## config.mk

```make
export PLATFORM = sky130hd
export DESIGN_NAME = serial_sub
export DESIGN_NICKNAME = d
export VERILOG_FILES = /design/src/rtl/serial_sub.sv
export SDC_FILE = /design/constraint.sdc
export NUM_CORES = 1
export LEC_CHECK = 0
export ABC_AREA = 0
export BUFFER_PORTS_ARGS = -buffer_cell sky130_fd_sc_hd__buf_2
export CAP_MARGIN = 0
export CORE_MARGIN = 5
export CORE_UTILIZATION = 47
export CTS_CLUSTER_DIAMETER = 150
export DETAILED_ROUTE_END_ITERATION = 8
export PLACE_DENSITY = 0.75
export SYNTH_ARGS = -nofsm -noshare
export SYNTH_HDL_FRONTEND = slang
export SYNTH_SLANG_ARGS = --single-unit
```

## constraint.sdc

```tcl
create_clock -name clk -period 1.4 [get_ports clk]
set_clock_uncertainty 0.2 [all_clocks]
set_input_delay 0.21 -clock clk [delete_from_list [all_inputs] [get_ports clk]]
set_output_delay 0.21 -clock clk [all_outputs]
set_load 0.005 [all_outputs]
```

## src/rtl/serial_sub.sv

```systemverilog
// Bit-serial WIDTH-bit subtractor: diff = a - b - bin, one bit per clock, LSB first.
// Optional signed-overflow output ovf is built only when SERIAL_SUB_OVF_EN is defined.
module serial_sub #(
  parameter int WIDTH = 8
) (
  input  logic             clk,
  input  logic             rst_n,
  input  logic             in_valid,
  output logic             in_ready,
  input  logic [WIDTH-1:0] a,
  input  logic [WIDTH-1:0] b,
  input  logic             bin,
  output logic             out_valid,
  input  logic             out_ready,
  output logic [WIDTH-1:0] diff,
`ifdef SERIAL_SUB_OVF_EN
  output logic             ovf,
`endif
  output logic             bout
);

  localparam int CW = $clog2(WIDTH) + 1;
  localparam logic [CW-1:0] LAST_BIT = CW'(WIDTH - 1);

  typedef enum logic [1:0] {
    IDLE = 2'd0,
    RUN  = 2'd1,
    DONE = 2'd2
  } state_t;

  state_t           r_state;
  state_t           w_stateNext;

  logic [WIDTH-1:0] r_a;
  logic [WIDTH-1:0] r_b;
  logic             r_br;
  logic [CW-1:0]    r_cnt;
  logic [WIDTH-1:0] r_diff;
  logic             r_bout;
  logic             r_outValid;

  logic             w_accept;
  logic             w_handoff;
  logic             w_running;
  logic             w_lastBit;
  logic             w_ai;
  logic             w_bi;
  logic             w_d;
  logic             w_brNext;

`ifdef SERIAL_SUB_OVF_EN
  logic             r_aMsb;
  logic             r_bMsb;
  logic             r_ovf;
`endif

  assign w_accept  = (r_state == IDLE) && in_valid;
  assign w_handoff = r_outValid && out_ready;
  assign w_running = (r_state == RUN);
  assign w_lastBit = w_running && (r_cnt == LAST_BIT);

  // One full-subtractor cell fed by the low bits of the operand shifters.
  assign w_ai     = r_a[0];
  assign w_bi     = r_b[0];
  assign w_d      = w_ai ^ w_bi ^ r_br;
  assign w_brNext = (~w_ai & w_bi) | (~(w_ai ^ w_bi) & r_br);

  always_ff @(posedge clk or negedge rst_n) begin
    if (!rst_n) begin
      r_state <= IDLE;
    end else begin
      r_state <= w_stateNext;
    end
  end

  always_comb begin
    w_stateNext = r_state;
    case (r_state)
      IDLE: if (in_valid)  w_stateNext = RUN;
      RUN:  if (w_lastBit) w_stateNext = DONE;
      DONE: if (out_ready) w_stateNext = IDLE;
      default:             w_stateNext = IDLE;
    endcase
  end

  always_ff @(posedge clk or negedge rst_n) begin
    if (!rst_n) begin
      r_a        <= '0;
      r_b        <= '0;
      r_br       <= 1'b0;
      r_cnt      <= '0;
      r_diff     <= '0;
      r_bout     <= 1'b0;
      r_outValid <= 1'b0;
    end else begin
      if (w_accept) begin
        r_a   <= a;
        r_b   <= b;
        r_br  <= bin;
        r_cnt <= '0;
      end else if (w_running) begin
        r_a    <= r_a >> 1;
        r_b    <= r_b >> 1;
        r_br   <= w_brNext;
        r_diff <= {w_d, r_diff[WIDTH-1:1]};
        r_cnt  <= r_cnt + CW'(1);
        if (w_lastBit) begin
          r_bout <= w_brNext;
        end
      end

      if (w_lastBit) begin
        r_outValid <= 1'b1;
      end else if (w_handoff) begin
        r_outValid <= 1'b0;
      end
    end
  end

`ifdef SERIAL_SUB_OVF_EN
  // The MSB of the result is the bit produced on the final cycle, so ovf uses w_d directly.
  always_ff @(posedge clk or negedge rst_n) begin
    if (!rst_n) begin
      r_aMsb <= 1'b0;
      r_bMsb <= 1'b0;
      r_ovf  <= 1'b0;
    end else begin
      if (w_accept) begin
        r_aMsb <= a[WIDTH-1];
        r_bMsb <= b[WIDTH-1];
      end
      if (w_lastBit) begin
        r_ovf <= (r_aMsb != r_bMsb) && (w_d != r_aMsb);
      end
    end
  end

  assign ovf = r_ovf;
`endif

  assign in_ready  = (r_state == IDLE);
  assign out_valid = r_outValid;
  assign diff      = r_diff;
  assign bout      = r_bout;

endmodule
```

==> impl_metrics.py <==
metrics = {
    "grt": {
        "grt_overflow": 0,
        "grt_antenna_before_repair": 0,
        "grt_max_degree": 34,
        "grtUsageTotal_pct": 16.7,
        "grt_first_pass_wirelength_mm": 5.35,
        "grt_pass1_vias": 1223,
    },
    "setup_path": {
        "slowest_delay_ns": 0.45,
        "crit_type": "reg2out",
        "critical_path_buf_inv_count": 2,
        "cp.arrival_ns": 1.11,
        "start_kind": "flip-flop",
        "crit_chain": "buf_6 -> nor2_1 -> buf_2",
        "path_max_fanout": 5,
        "cpMaxStageDelayCell": "dfrtp_2",
        "cp_top_family": "flip-flops",
        "crit_required_ns": 0.99,
        "endpoint_kind": "primary output",
    },
    "floorplanning": {
        "die-area_sq_um": 4310,
        "row_count": 20,
        "boundaryPins": 32,
        "die_y_um": 65.6,
        "die_width_um": 65.6,
        "start_util_pct": 48.5,
        "core_sq_um": 3000,
    },
    "power": {
        "p_int_mw": 2.57,
        "powerDensity_nw_per_um2": 1910,
        "p_sw_mw": 1.51,
        "switching_share_pct": 37.0,
        "total_power_mw": 4.08,
        "ir_worst_vdd_mv": 0.982,
        "leakage_nw": 1.06,
        "comb_power_share_pct": 47.2,
        "clkPwrFrac_pct": 12.5,
        "seqPwrFrac_pct": 40.4,
    },
    "sta": {
        "slew_headroom_pct": 76.1,
        "max_freq_mhz": 656,
        "fin_crit_sh_pct": 109,
        "tightest_slew_ns": 0.358,
        "fin_crit_ns": 1.52,
        "rsz0062_at_grt": "yes",
        "slew_viol_final": 0,
        "hold_violations": 0,
        "finalSetupTns_ns": -1.45,
        "worst_slack_ns": -0.125,
        "setup_viol": 29,
    },
    "clock_network": {
        "clk_pin_slew_ns": 0.10,
        "clock_sinks": 33,
        "clockRootBuffer": "clkbuf_4",
        "tritoncts": "done",
        "clk_latency_ns": 0.34,
        "htreeDepth": 2,
        "cts_buffers": 5,
        "clockBufferDepth": 2,
    },
    "hold_path": {
        "hold_class": "in2async",
    },
    "route": {
        "drt_iter0_drc": 27,
        "wl_per_cell_um": 14.7,
        "avgViaCountPerCell": 5.09,
        "met3_length_um": 206,
        "firstDrtPassIters": 4,
        "top_layer_used": "met4",
        "routed_wl_mm": 3.58,
        "drt-met1-wl_mm": 1.42,
        "ant_nets": 0,
        "dr_wl_met2_mm": 1.91,
        "dr_total_vias": 1238,
        "route.detailed.drc": 0,
    },
    "logic_synthesis": {
        "synth_seq_area_share_pct": 56.7,
        "synth-main-ff-cell": "dfrtp_1",
        "synth-edff-count": 0,
        "synthesis.nets": 167,
        "netlist_top_cells_count": "49 x nand2_1, 33 x dfrtp_1, 13 x mux2i_1, 13 x o21ai_0, 6 x buf_2",
        "ys_ff_latch": 33,
        "synthTopCellsByArea": "dfrtp_1 57%, nand2_1 13%, mux2i_1 8.9%",
        "syn-cell-area_sq_um": 1460,
        "ys_warn_count": 0,
        "yosysMostFrequentCell": "nand2_1",
        "avgSynthCellArea_sq_um": 10.1,
        "netlist_instances": 144,
        "ys_types": 22,
        "synth_top_area_cell": "dfrtp_1",
        "synth_top_area_share_pct": 56.7,
        "async_reset_ff_share_pct": 100,
    },
    "finish": {
        "post-route-util_pct": 71.1,
        "drive_gt1_share_pct": 35.2,
        "n_antenna_cell": 0,
        "nNetsFinal": 232,
        "fin_area_sq_um": 2130,
        "area_growth_pct": 46.7,
    },
    "placed_design": {
        "gp_congestion": 0.751,
        "port_buffers": 31,
        "dpl_worst_slack_ns": -0.0461,
        "dpl.hpwl_mm": 2.03,
        "postPlaceCellArea_sq_um": 1700,
    },
    "status": {
        "status": "finished, violations left",
        "violations": "setup timing",
    },
    "job": {
        "drv_cap": 0,
    },
}
## stage by stage
stage	std cells	hold slack (ns)
2_1_floorplan	144	-0.286
3_3_place_gp	208	-0.0674
3_5_place_dp	208	-0.0616
4_1_cts	237	0.0628
5_1_grt	243	0.121
6_report	243	0.0948
## path summary, 6_finish.rpt
kind                            cells after the start                    from  slack [ns]                endpoint
max in group asynchronous                           3                   rst_n        0.47  r_state[1]$_DFFE_PN0P_
worst min-delay path                                2                   rst_n        0.09     diff[5]$_DFFE_PN0P_
worst max register to register                      4  r_state[0]$_DFFE_PN0P_       -0.11      r_b[4]$_DFFE_PN0P_
worst max-delay path                                3  r_state[1]$_DFFE_PN0P_       -0.12                in_ready
min in group clk                                    4                in_valid        0.11    r_cnt[0]$_DFFE_PN0P_
worst min register to register                      2     diff[0]$_DFFE_PN0P_        0.29     diff[0]$_DFFE_PN0P_
## layer usage
layer / GRT usage, % / vias up
met5: 0 / -
met4: 5.44 / 0
met3: 6.15 / 5
met2: 29.3 / 32
met1: 18.6 / 594
li1: - / 607
## placed cells by master (no fill, tap or decap)
master / instances
ha_2: 1
nor3b_1: 1
clkbuf_16: 2
o21ai_1: 5
clkbuf_4: 5
mux2i_1: 11
buf_12: 3
buf_6: 4
dfrtp_1: 31
o21ai_0: 4
nand2b_4: 1
nand4_1: 1
inv_1: 4
a221o_1: 1
nor2_1: 2
mux2i_4: 1
and3b_2: 1
nand2b_1: 2
fa_1: 1
o21bai_1: 3
a22oi_1: 3
o21ai_2: 8
nor3b_4: 1
buf_8: 1
nand2_1: 43
buf_2: 31
nor2b_1: 1
clkbuf_1: 3
mux2i_2: 1
dfrtp_2: 2
nand2_2: 6
a21o_1: 1
buf_4: 6
dlygate4sd3_1: 19
## cells by family after synthesis
group | after synthesis | share of synthesized area (%)
DFF | 33 | 56.7
AOI/OAI and AO/OA | 25 | 10.1
adders and majority gates | 2 | 2.24
muxes | 13 | 8.94
and+or+nand+nor | 59 | 17.3
buffers and inverters | 12 | 4.64
## state kept, by name (all words and copies together) (netlist names)
signal     count
bout           1
r_br           1
out_valid      1
r_cnt          4
r_b            8
r_state        2
r_a            8
diff           8
## power by group through the flow
stage | Sequential [mW] | Combinational (mW) | Clock [mW]
3_5_place_dp | 1.62 | 1.45 | 0
5_1_grt | 1.69 | 2.13 | 0.563
3_3_place_gp | 1.59 | 1.39 | 0
6_report | 1.65 | 1.93 | 0.510
4_1_cts | 1.61 | 1.56 | 0.521
2_1_floorplan | 1.58 | 0.981 | 0
## layout make-up
cell class	count	area, sq um
Fill cell	218	868
Sequential cell	33	828
Multi-Input combinational cell	99	641
Timing Repair Buffer	66	561
Clock buffer	8	48.8
Tap cell	33	41.3
Inverter	4	15.0
## worst register-to-register path, delay by kind of cell (launching register included)
kind	cells	cell delay [ns]
AO/OA/AOI/OAI	1	0.08
buffers and inverters	1	0.19
flip-flops	1	0.46
multiplexers	1	0.24
AND/OR/NAND/NOR	1	0.24
## repair_timing
action                                  in CTS  in global routing
gates cloned                                 0                  3
hold buffers                                19                  0
buffers inserted                             2                  3
pin swaps                                    0                 13
endpoints found under the setup margin       7                 26
hold endpoints to repair                    52                  0
resized for setup                           10                 28
Note: power is estimated with default switching activity, not from simulation.
